## src/rtl/piano_pkg.sv

```systemverilog
// Shared note encoding, black-key pattern and colour defaults for the keyboard renderer.
package piano_pkg;

    typedef enum logic [2:0] {
        NoteC = 3'd0,
        NoteD = 3'd1,
        NoteE = 3'd2,
        NoteF = 3'd3,
        NoteG = 3'd4,
        NoteA = 3'd5,
        NoteB = 3'd6
    } note_e;

    // Bit n set when a black key follows the white key of note n (none after E or B).
    localparam logic [6:0] BLACK_AFTER = 7'b0111011;

    localparam logic [23:0] DefWhiteColor = 24'hFF_FF_FF;
    localparam logic [23:0] DefBlackColor = 24'h00_00_00;
    localparam logic [23:0] DefPressColor = 24'h00_80_FF;
    localparam logic [23:0] OutlineColor  = 24'h40_40_40;

    function automatic int unsigned clog2(input int unsigned value);
        int unsigned result;
        result = 0;
        for (int i = 0; i < 32; i++) begin
            if ((64'd1 << i) < 64'(value)) result = i + 1;
        end
        return result;
    endfunction

    function automatic logic [2:0] next_note(input logic [2:0] note);
        return (note == NoteB) ? NoteC : note + 3'd1;
    endfunction

    function automatic logic [2:0] prev_note(input logic [2:0] note);
        return (note == NoteC) ? NoteB : note - 3'd1;
    endfunction

endpackage

```

## src/rtl/key_hold_timer.sv

```systemverilog
// Per-key highlight hold counter: reloads while pressed, counts down one step per frame.
module key_hold_timer
    import piano_pkg::*;
#(
    parameter int unsigned HOLD_FRAMES = 8
) (
    input  logic clk_i,
    input  logic reset_i,
    input  logic pressed_i,
    input  logic frame_tick_i,
    output logic active_o
);

    localparam int unsigned CntW = (clog2(HOLD_FRAMES + 1) > 0) ? clog2(HOLD_FRAMES + 1) : 1;
    localparam logic [CntW-1:0] HoldVal = CntW'(HOLD_FRAMES);

    logic [CntW-1:0] cnt_q, cnt_d;

    always_comb begin
        cnt_d = cnt_q;
        if (pressed_i) begin
            cnt_d = HoldVal;
        end else if (frame_tick_i && (cnt_q != '0)) begin
            cnt_d = cnt_q - CntW'(1);
        end
    end

    always_ff @(posedge clk_i) begin
        if (reset_i) cnt_q <= '0;
        else         cnt_q <= cnt_d;
    end

    assign active_o = (cnt_q != '0);

endmodule

```

## src/rtl/keyboard_renderer.sv

```systemverilog
// Two-stage pipelined piano strip renderer with frame-snapshotted press highlighting.
// Optional white-key outline enabled by defining KEY_OUTLINE_EN.
module keyboard_renderer
    import piano_pkg::*;
#(
    parameter int unsigned NUM_WHITE        = 7,
    parameter int unsigned WHITE_KEY_WIDTH  = 90,
    parameter int unsigned BLACK_HALF_WIDTH = 15,
    parameter int unsigned HEIGHT           = 300,
    parameter int unsigned BLACK_KEY_HEIGHT = 180,
    parameter int unsigned START_NOTE       = 0,
    parameter int unsigned HOLD_FRAMES      = 8,
    parameter logic [23:0] WHITE_COLOR      = DefWhiteColor,
    parameter logic [23:0] BLACK_COLOR      = DefBlackColor,
    parameter logic [23:0] PRESS_COLOR      = DefPressColor
) (
    input  logic                 vclock,
    input  logic                 reset,
    input  logic [10:0]          x,
    input  logic [9:0]           y,
    input  logic [10:0]          hcount,
    input  logic [9:0]           vcount,
    input  logic                 frame_tick,
    input  logic [NUM_WHITE-1:0] white_pressed,
    input  logic [NUM_WHITE-2:0] black_pressed,
    output logic [23:0]          pixel,
    output logic                 in_key
);

    localparam int unsigned NumBlack      = NUM_WHITE - 1;
    localparam logic [5:0]  NumWhiteIdx   = 6'(NUM_WHITE);
    localparam logic [5:0]  NumBlackIdx   = 6'(NumBlack);
    localparam logic [10:0] OffLast       = 11'(WHITE_KEY_WIDTH - 1);
    localparam logic [10:0] BlackLeftOff  = 11'(WHITE_KEY_WIDTH - BLACK_HALF_WIDTH);
    localparam logic [10:0] BlackRightOff = 11'(BLACK_HALF_WIDTH);

    // Scan tracker: the _d values describe the pixel at the current hcount.
    logic        trk_q, trk_d;
    logic [5:0]  idx_q, idx_d;
    logic [10:0] off_q, off_d;
    logic [2:0]  note_q, note_d;

    always_comb begin
        trk_d  = trk_q;
        idx_d  = idx_q;
        off_d  = off_q;
        note_d = note_q;
        if (hcount == x) begin
            trk_d  = 1'b1;
            idx_d  = '0;
            off_d  = '0;
            note_d = 3'(START_NOTE);
        end else if (idx_q < NumWhiteIdx) begin
            if (off_q == OffLast) begin
                off_d  = '0;
                idx_d  = idx_q + 6'd1;
                note_d = next_note(note_q);
            end else begin
                off_d = off_q + 11'd1;
            end
        end
    end

    always_ff @(posedge vclock) begin
        if (reset) begin
            trk_q  <= 1'b0;
            idx_q  <= '0;
            off_q  <= '0;
            note_q <= '0;
        end else begin
            trk_q  <= trk_d;
            idx_q  <= idx_d;
            off_q  <= off_d;
            note_q <= note_d;
        end
    end

    // Stage 1 hit detection
    logic [10:0] v_ext, y_top, y_end, y_black_end;
    logic        in_x, white_hit, left_black, right_black, black_hit;
    logic [5:0]  bidx;

    always_comb begin
        v_ext       = {1'b0, vcount};
        y_top       = {1'b0, y};
        y_end       = y_top + 11'(HEIGHT);
        y_black_end = y_top + 11'(BLACK_KEY_HEIGHT);
        // hcount[10] set means past the 1024-pixel line; never wrap back in.
        in_x        = trk_d && (hcount >= x) && !hcount[10];
        white_hit   = in_x && (idx_d < NumWhiteIdx) && (v_ext >= y_top) && (v_ext < y_end);
        left_black  = (off_d >= BlackLeftOff) && (idx_d < NumBlackIdx) && BLACK_AFTER[note_d];
        right_black = (off_d < BlackRightOff) && (idx_d != '0)
                      && BLACK_AFTER[prev_note(note_d)];
        black_hit   = white_hit && (v_ext < y_black_end) && (left_black || right_black);
        bidx        = left_black ? idx_d : idx_d - 6'd1;
    end

    logic       s1_white_q, s1_black_q;
    logic [5:0] s1_widx_q, s1_bidx_q;
`ifdef KEY_OUTLINE_EN
    logic       s1_outline_q;
`endif

    always_ff @(posedge vclock) begin
        if (reset) begin
            s1_white_q   <= 1'b0;
            s1_black_q   <= 1'b0;
            s1_widx_q    <= '0;
            s1_bidx_q    <= '0;
`ifdef KEY_OUTLINE_EN
            s1_outline_q <= 1'b0;
`endif
        end else begin
            s1_white_q   <= white_hit;
            s1_black_q   <= black_hit;
            s1_widx_q    <= idx_d;
            s1_bidx_q    <= bidx;
`ifdef KEY_OUTLINE_EN
            s1_outline_q <= (off_d == '0) || (v_ext == y_end - 11'd1);
`endif
        end
    end

    // Hold timers and the frame-aligned highlight snapshot
    logic [NUM_WHITE-1:0] white_act, white_snap_q;
    logic [NumBlack-1:0]  black_act, black_snap_q;

    for (genvar i = 0; i < NUM_WHITE; i++) begin : g_white
        key_hold_timer #(
            .HOLD_FRAMES (HOLD_FRAMES)
        ) u_timer (
            .clk_i        (vclock),
            .reset_i      (reset),
            .pressed_i    (white_pressed[i]),
            .frame_tick_i (frame_tick),
            .active_o     (white_act[i])
        );
    end

    for (genvar i = 0; i < NumBlack; i++) begin : g_black
        key_hold_timer #(
            .HOLD_FRAMES (HOLD_FRAMES)
        ) u_timer (
            .clk_i        (vclock),
            .reset_i      (reset),
            .pressed_i    (black_pressed[i]),
            .frame_tick_i (frame_tick),
            .active_o     (black_act[i])
        );
    end

    always_ff @(posedge vclock) begin
        if (reset) begin
            white_snap_q <= '0;
            black_snap_q <= '0;
        end else if (frame_tick) begin
            white_snap_q <= white_act;
            black_snap_q <= black_act;
        end
    end

    // Stage 2 colour selection
    logic [63:0] white_snap_ext, black_snap_ext;
    logic [23:0] pixel_d;
    logic        in_key_d;

    always_comb begin
        white_snap_ext = 64'(white_snap_q);
        black_snap_ext = 64'(black_snap_q);
        pixel_d        = '0;
        in_key_d       = s1_white_q || s1_black_q;
        if (s1_black_q) begin
            pixel_d = black_snap_ext[s1_bidx_q] ? PRESS_COLOR : BLACK_COLOR;
        end else if (s1_white_q) begin
`ifdef KEY_OUTLINE_EN
            if (s1_outline_q) pixel_d = OutlineColor;
            else pixel_d = white_snap_ext[s1_widx_q] ? PRESS_COLOR : WHITE_COLOR;
`else
            pixel_d = white_snap_ext[s1_widx_q] ? PRESS_COLOR : WHITE_COLOR;
`endif
        end
    end

    always_ff @(posedge vclock) begin
        if (reset) begin
            pixel  <= '0;
            in_key <= 1'b0;
        end else begin
            pixel  <= pixel_d;
            in_key <= in_key_d;
        end
    end

endmodule

```

## config.mk

```make
export PLATFORM = sky130hd
export DESIGN_NAME = keyboard_renderer
export DESIGN_NICKNAME = d
export VERILOG_FILES = /design/src/rtl/piano_pkg.sv /design/src/rtl/key_hold_timer.sv /design/src/rtl/keyboard_renderer.sv
export SDC_FILE = /design/constraint.sdc
export NUM_CORES = 1
export LEC_CHECK = 0
export ABC_AREA = 1
export CAP_MARGIN = 20
export CELL_PAD_IN_SITES_DETAIL_PLACEMENT = 1
export CELL_PAD_IN_SITES_GLOBAL_PLACEMENT = 1
export CORE_MARGIN = 8
export CORE_UTILIZATION = 40
export CTS_CLUSTER_DIAMETER = 120
export DETAILED_ROUTE_END_ITERATION = 6
export MAX_ROUTING_LAYER = met4
export PLACE_DENSITY_LB_ADDON = 0.3
export SYNTH_ARGS = -nofsm -noshare
export SYNTH_HDL_FRONTEND = slang
export SYNTH_SLANG_ARGS = --single-unit
```

## constraint.sdc

```tcl
create_clock -name vclock -period 6.2 [get_ports vclock]
set_input_delay 0.93 -clock vclock [delete_from_list [all_inputs] [get_ports vclock]]
set_output_delay 0.93 -clock vclock [all_outputs]
set_load 0.02 [all_outputs]
```

-- Yosys cells after proc, flatten, opt, wreduce, memory -nomap -nowiden
Memories as Yosys holds them, arrays and structs flattened.
Index checks and enable logic that the tools add are counted.
- flip-flop bits (word level): 119
- bits in latches: 0
- memory bits (writable): 0
- ROM bits: 16
- bits of input ports: 58
- output and inout bits: 25
- logic and storage cells: 192
- memories: 2
- add/sub/neg operators: 20
- multiply operators: 0
- div/mod/pow operators: 0
- magnitude comparators: 13
- equality and inequality tests: 3
- shift operators: 0
- muxes and demuxes: 49
- bitwise operators: 0
- reduce and logical (&&, ||, !) cells: 68
- memories (name ; depth ; bits a word ; rd ports ; clocked after Yosys merged registers in ; wr ports ; line ; RTL):
    (name not given) ; 8 ; 1 ; 1 ; 0 ; 0 ; keyboard_renderer.sv:93 ; && BLACK_AFTER[prev_note(note_d)];
    (name not given) ; 8 ; 1 ; 1 ; 0 ; 0 ; keyboard_renderer.sv:91 ; left_black = (off_d >= BlackLeftOff) && (idx_d < NumBlackIdx) && BLACK_AFTER[note_d];
- operators with widths (cell ; number):
    $mux W4 ; 26
    $mux W24 ; 3
    $reduce_bool A4 Y1 ; 13
    $sub A4 B1 Y4 const B ; 13
    $mux W11 ; 3
    $reduce_bool A2 Y1 ; 13
    $reduce_or A2 Y1 ; 13
    $logic_and A1 B1 Y1 ; 24
    $mux W6 ; 4
    $lt A10 B11 Y1 ; 2
    $lt A6 B3 Y1 const B ; 3
    $mux W16 ; 1
    $mux W3 ; 5
    $lt A6 B7 Y1 const B ; 2
    $bmux W1 S6 ; 2
    $add A10 B8 Y11 const B ; 1
    $add A10 B9 Y11 const B ; 1
    $add A11 B1 Y11 const B ; 1
    $eq A11 B11 Y1 ; 1
    $eq A11 B7 Y1 const B ; 1
    $ge A11 B11 Y1 ; 1
    $ge A11 B7 Y1 const B ; 1
    $lt A11 B4 Y1 const B ; 1
    $ge A10 B10 Y1 ; 1
    other kinds (11) ; 17

-- Logic depth before layout (Yosys ltp)
- word-level depth: 12
- depth in mapped cells: 20
- gate-level depth less buffers: 20

-- Hierarchy
From an unflattened synthesis, not the netlist that was laid out.
- cell total of the unflattened synthesis: 1025
- area, all modules: 6812.8 µm²
- modules (own cells, without submodules) (module ; times used ; cells an instance ; area each (µm²) ; seq. area each (µm²)):
    keyboard_renderer ; 1 ; 596 ; 3950.0 ; 900.9
    key_hold_timer ; 13 ; 33 ; 220.2 ; 80.1

-- Worst setup path after synthesis
Ideal clock, no wire load.
- kind: input port to flip-flop
- start: input x[6]
- end: register s1_black_q
- setup time: 0.064 ns
- arrival time: 2.709 ns
- data required time: 6.136 ns
- path slack: 3.427 ns
- cell stages on the path: 19
- path buffers: 0
- cell sequence: inv_1 ha_1 nand2_1 nor2_4 nand3_1 nor2_1 inv_1 nand2_1 nor2_2 inv_1 ha_1 or2_2 nand2_1 nand3_1 nand2_1 nand3_1 nand2_1 nand2_1 nor2_1
- cells in the longest elaborated chain, start to end: 9
- elaborated cells between the ends (all ways): 30
- those cells by class: add/sub: 1; order compare: 5; eq/ne: 1; mux: 7; reduce/logical: 14; memory: 2
- RTL lines (element ; line ; RTL):
    from (decl) ; keyboard_renderer.sv:19 ; input logic [10:0] x,
    $eq A11 B11 Y1 * ; keyboard_renderer.sv:48 ; if (hcount == x) begin
    $mux W3 * ; keyboard_renderer.sv:48 ;
    via note_d[1] ; keyboard_renderer.sv:41 ; logic [2:0] note_q, note_d;
    $sub A3 B1 Y3 or $logic_not A3 Y1 (tied branches) ; piano_pkg.sv:36 ; return (note == NoteC) ? NoteB : note - 3'd1;
    $mux W3 ; piano_pkg.sv:36 ;
    $mem_v2 Z8 W1 ; n/a ;
    $mux W1 (implied by the code) ; keyboard_renderer.sv:93 ;
    $logic_and A1 B1 Y1 ; keyboard_renderer.sv:93 ;
    $logic_or A1 B1 Y1 * ; keyboard_renderer.sv:94 ; black_hit = white_hit && (v_ext < y_black_end) && (left_black || right_black);
    $logic_and A1 B1 Y1 * ; keyboard_renderer.sv:94 ;
    to (signal assigned) ; keyboard_renderer.sv:115 ; s1_black_q <= black_hit;
    to (decl) ; keyboard_renderer.sv:98 ; logic s1_white_q, s1_black_q;
Mark *: on every way through the listed nets, which the timed path passes. The rest lies on a longest branch. The select of a mux whose other input is x is not followed.
A chain may end at the register's enable or synchronous reset.

-- Worst setup path in the final report
- start: input x[2]
- end: register s1_black_q
Same word-level chain as after synthesis.

==> results.txt <==
- Share of synthesized area occupied by flip-flops and latches: 0.304
- Setup TNS: 0 ns
- For this run, the number of Yosys warnings is 0.
- Antenna Diode Count: 0
* Critical path required time: 6.50 ns
- Of the total power, registers draw 0.447.
* Number of buffers created by CTS: 9
- The final number of max-transition violations is 0.
- The run finished with clean final reports.
- CTS HTree Levels: 3
* Register clock-pin slew on the reported worst setup and hold paths: 0.07 ns
- In the final routed layout, each cell accounts on average for 13.4 um.
* Worst-path fanout max: 3
* Maximum frequency from static timing analysis: 317 MHz
* Clock share of power: 0.380
* Unrepaired setup endpoints after global routing: no
* Synthesis-to-layout area growth: 18.5%
- For met2 alone, demand over resource in global routing was 0.280.
- Via density: 4.96
- Worst-case clock skew: 0.0106 ns
* Global-route track usage on met1: 0.215
- Counting every net in the synthesized netlist gives 1039.
* Final antenna-violating net count: 0
- Total I/O pin count: 83
* Final setup violation count: 0
* Post-layout worst setup margin: 3.05 ns
- Clock tree synthesis selected as its root buffer the cell sky130_fd_sc_hd__clkbuf_16.
- The signal on the critical path passes through clkdlybuf4s50_1 -> inv_1 -> ha_1 -> nand2_1 -> nor2_2 -> nand3_1 -> nor2_1 -> inv_1 -> nand2_1 -> nor2_2 -> inv_1 -> ha_1 -> or2_2 -> nand2_1 -> nand3_1 -> nand2_1 -> nand3_1 -> nand2_1 -> nand2_1 -> nor2_1.
* Total wirelength of the detailed-routed design: 16100 um
* Netlist area before placement: 6380 um^2
- Mapped Cells: 921
- Insertion delay of the later-clocked pin in the worst-skew pair: 0.36 ns
* Top library cells by usage in the layout, fill and taps aside: sky130_fd_sc_hd__nand2_1 (179), sky130_fd_sc_hd__inv_1 (135), sky130_fd_sc_hd__dfxtp_1 (97), sky130_fd_sc_hd__a21oi_1 (96), sky130_fd_sc_hd__nor2_1 (86)
- Averaged over all synthesized cells, the footprint is 6.93 um^2.
* Crit end category: flop
- The analysis attributes to net switching a power of 454 uW.
* Worst slew pin tran: 0.725 ns
- Top cell family by delay on the critical path: simple AND/OR/NAND/NOR gates
* Layer with the highest usage: met2
- Setup Buffers After CTS: 0
- Largest net degree at the start of global routing: 68
- In this run the core area contains 46 standard-cell rows.
* Count of buffers inserted at the top-level ports: 82
- For met3 alone, demand over resource in global routing was 0.0319.
- The number of buffers and inverters on the critical path is 4.
- The number of global-route vias before repair is 6295.
- For this block, the initial DRC count from the detailed router was 165.
* Static power due to leakage: 0.00334 uW
- Measured against its own limit, the worst slew margin works out to 0.517.
- Count of state elements after synthesis: 97
* Setup WS pre-CTS: 2.68 ns
- Buffers inserted to repair hold after CTS numbered 0.
* Starting density of the core: 0.406
* CTS sink cnt: 97
* Total routing usage reported by global routing: 0.173
* Power density cells: 199 nW/um^2
- IR analysis of the VDD net gives a maximum drop of 142 uV.
- Die Ht: 142 um
- The first global-routing pass estimated 28300 um of wire.
* Cell with the largest stage delay on the worst path: sky130_fd_sc_hd__clkdlybuf4s50_1
- The wire-length estimate of the detail-placed layout is 12600 um.
* Full die area: 20200 um^2
- The worst path in the final design needs a cycle of 3.15 ns, including I/O delays and setup.
* Residual DRC count: 0
- Routability-driven placement finished with a final weighted congestion of 0.800.
- Die Span X: 142 um
* Initial antenna violation count: 0
- Dominant cell type by count on the critical path: sky130_fd_sc_hd__nand2_1
* Switching part of the total power: 0.301
- Of the available clock period, the critical path in the final layout requires 0.509.
- Most common library cell in the layout ignoring fill and taps: sky130_fd_sc_hd__nand2_1
- The final number of hold-violating endpoints came to 0.
* Vias: 5954
* Max-cap violations: 0
- At the worst endpoint, the arrival time is 3.45 ns.
* Internal: 1050 uW
- For this run, the post-layout net count is 1097.
- TritonCTS built the clock tree.
* PostCTS Resize Cnt: 0
- Of the cells placed in the final design, the portion with a size suffix greater than 1 is 0.0752.
- Class of the worst hold path: reg2reg
* Remaining Overflow, GRT: 0
* Kind of critical path: in2reg
* Library cells used by synthesis: 44
- In this run the deepest clock path goes through 2 buffers.
- The share of total power dissipated in combinational logic is 0.173.
- The core region is 15700 um^2.
* DR pass1 iterations: 4
- Critical path launch point type: input pin
- On the worst path, the slowest cell contributes a delay of 0.45 ns.
-- worst paths after layout --
kind	depth (start not counted)	from	end	slack (ns)
worst max-delay path	20	x[2]	s1_black_q$_SDFF_PP0_	3.05
worst max register to register	18	s1_widx_q[0]$_SDFF_PP0_	s1_black_q$_SDFF_PP0_	3.33
worst min register to register	1	g_white[6].u_timer.cnt_q[0]$_SDFFE_PP0P_	g_white[6].u_timer.cnt_q[0]$_SDFFE_PP0P_	0.45
worst min-delay path	1	g_white[6].u_timer.cnt_q[0]$_SDFFE_PP0P_	g_white[6].u_timer.cnt_q[0]$_SDFFE_PP0P_	0.45
-- power groups by stage --
stage	logic [uW]	registers [uW]	clock network [uW]
finish	261	674	572
global route	302	679	616
CTS	265	674	584
detailed placement	262	689	0
global placement	254	688	0
floorplan	173	682	0
-- registers in the layout, indices dropped and copies added (netlist names) --
| name | cells |
|---|---|
| trk_q | 1 |
| g_white.u_timer.cnt_q | 28 |
| s1_black_q | 1 |
| pixel | 2 |
| black_snap_q | 6 |
| note_q | 3 |
| g_black.u_timer.cnt_q | 24 |
| s1_bidx_q | 6 |
| in_key | 1 |
| s1_white_q | 1 |
| white_snap_q | 7 |
| off_q | 11 |
| s1_widx_q | 6 |
-- metrics by stage --
stage	utilization	total power, uW	instance area [um^2]	hold WS [ns]	instances
2_1_floorplan	-	855	6380	0.416	921
5_1_grt	0.481	1600	7560	0.479	1200
3_5_place_dp	0.461	951	7250	0.444	1184
6_report	0.481	1510	7560	0.453	1200
4_1_cts	0.481	1520	7560	0.462	1200
3_3_place_gp	0.461	942	7250	0.439	1184
-- cells in the mapped netlist (all sizes together) --
library cell / number / area, um^2
a211oi: 14 / 105
a21boi: 2 / 15.0
a21oi: 98 / 498
a311oi: 1 / 8.76
a31oi: 13 / 81.3
buf: 28 / 196
clkbuf: 9 / 33.8
clkinv: 1 / 5.00
dfxtp: 97 / 1940
ha: 60 / 751
inv: 141 / 532
nand2: 193 / 774
nand3: 68 / 385
nand3b: 1 / 7.51
nand4: 8 / 56.3
nor2: 98 / 427
nor3: 22 / 121
nor3b: 1 / 7.51
nor4: 1 / 6.26
o2111ai: 1 / 8.76
o211ai: 2 / 28.8
o21ai: 32 / 160
o21bai: 2 / 15.0
o22ai: 1 / 6.26
o31ai: 1 / 7.51
or2: 11 / 68.8
xnor2: 2 / 17.5
xor2: 13 / 114
-- area by class of cell --
cell class	count	area [um^2]
Clock buffer	9	225
Clock inverter	7	81.3
Fill cell	2029	8160
Inverter	142	537
Multi-Input combinational cell	645	3670
Sequential cell	97	1940
Tap cell	216	270
Timing Repair Buffer	84	831
-- per-layer routing --
metal  up-vias  part of all wire
met4         0             0.015
met2        92              0.45
met5         -                 0
li1       3096                 -
met3        21             0.038
met1      2745              0.50
-- logic make-up after synthesis --
family	after synthesis	share of synthesized area
DFF	97	0.304
xor gates and xnor gates	15	0.0206
adders and majority gates	60	0.118
AOI/OAI and AO/OA	167	0.146
and+or+nand+nor	403	0.291
buffers and inverters	179	0.120
(Power assumes the default switching activity.)
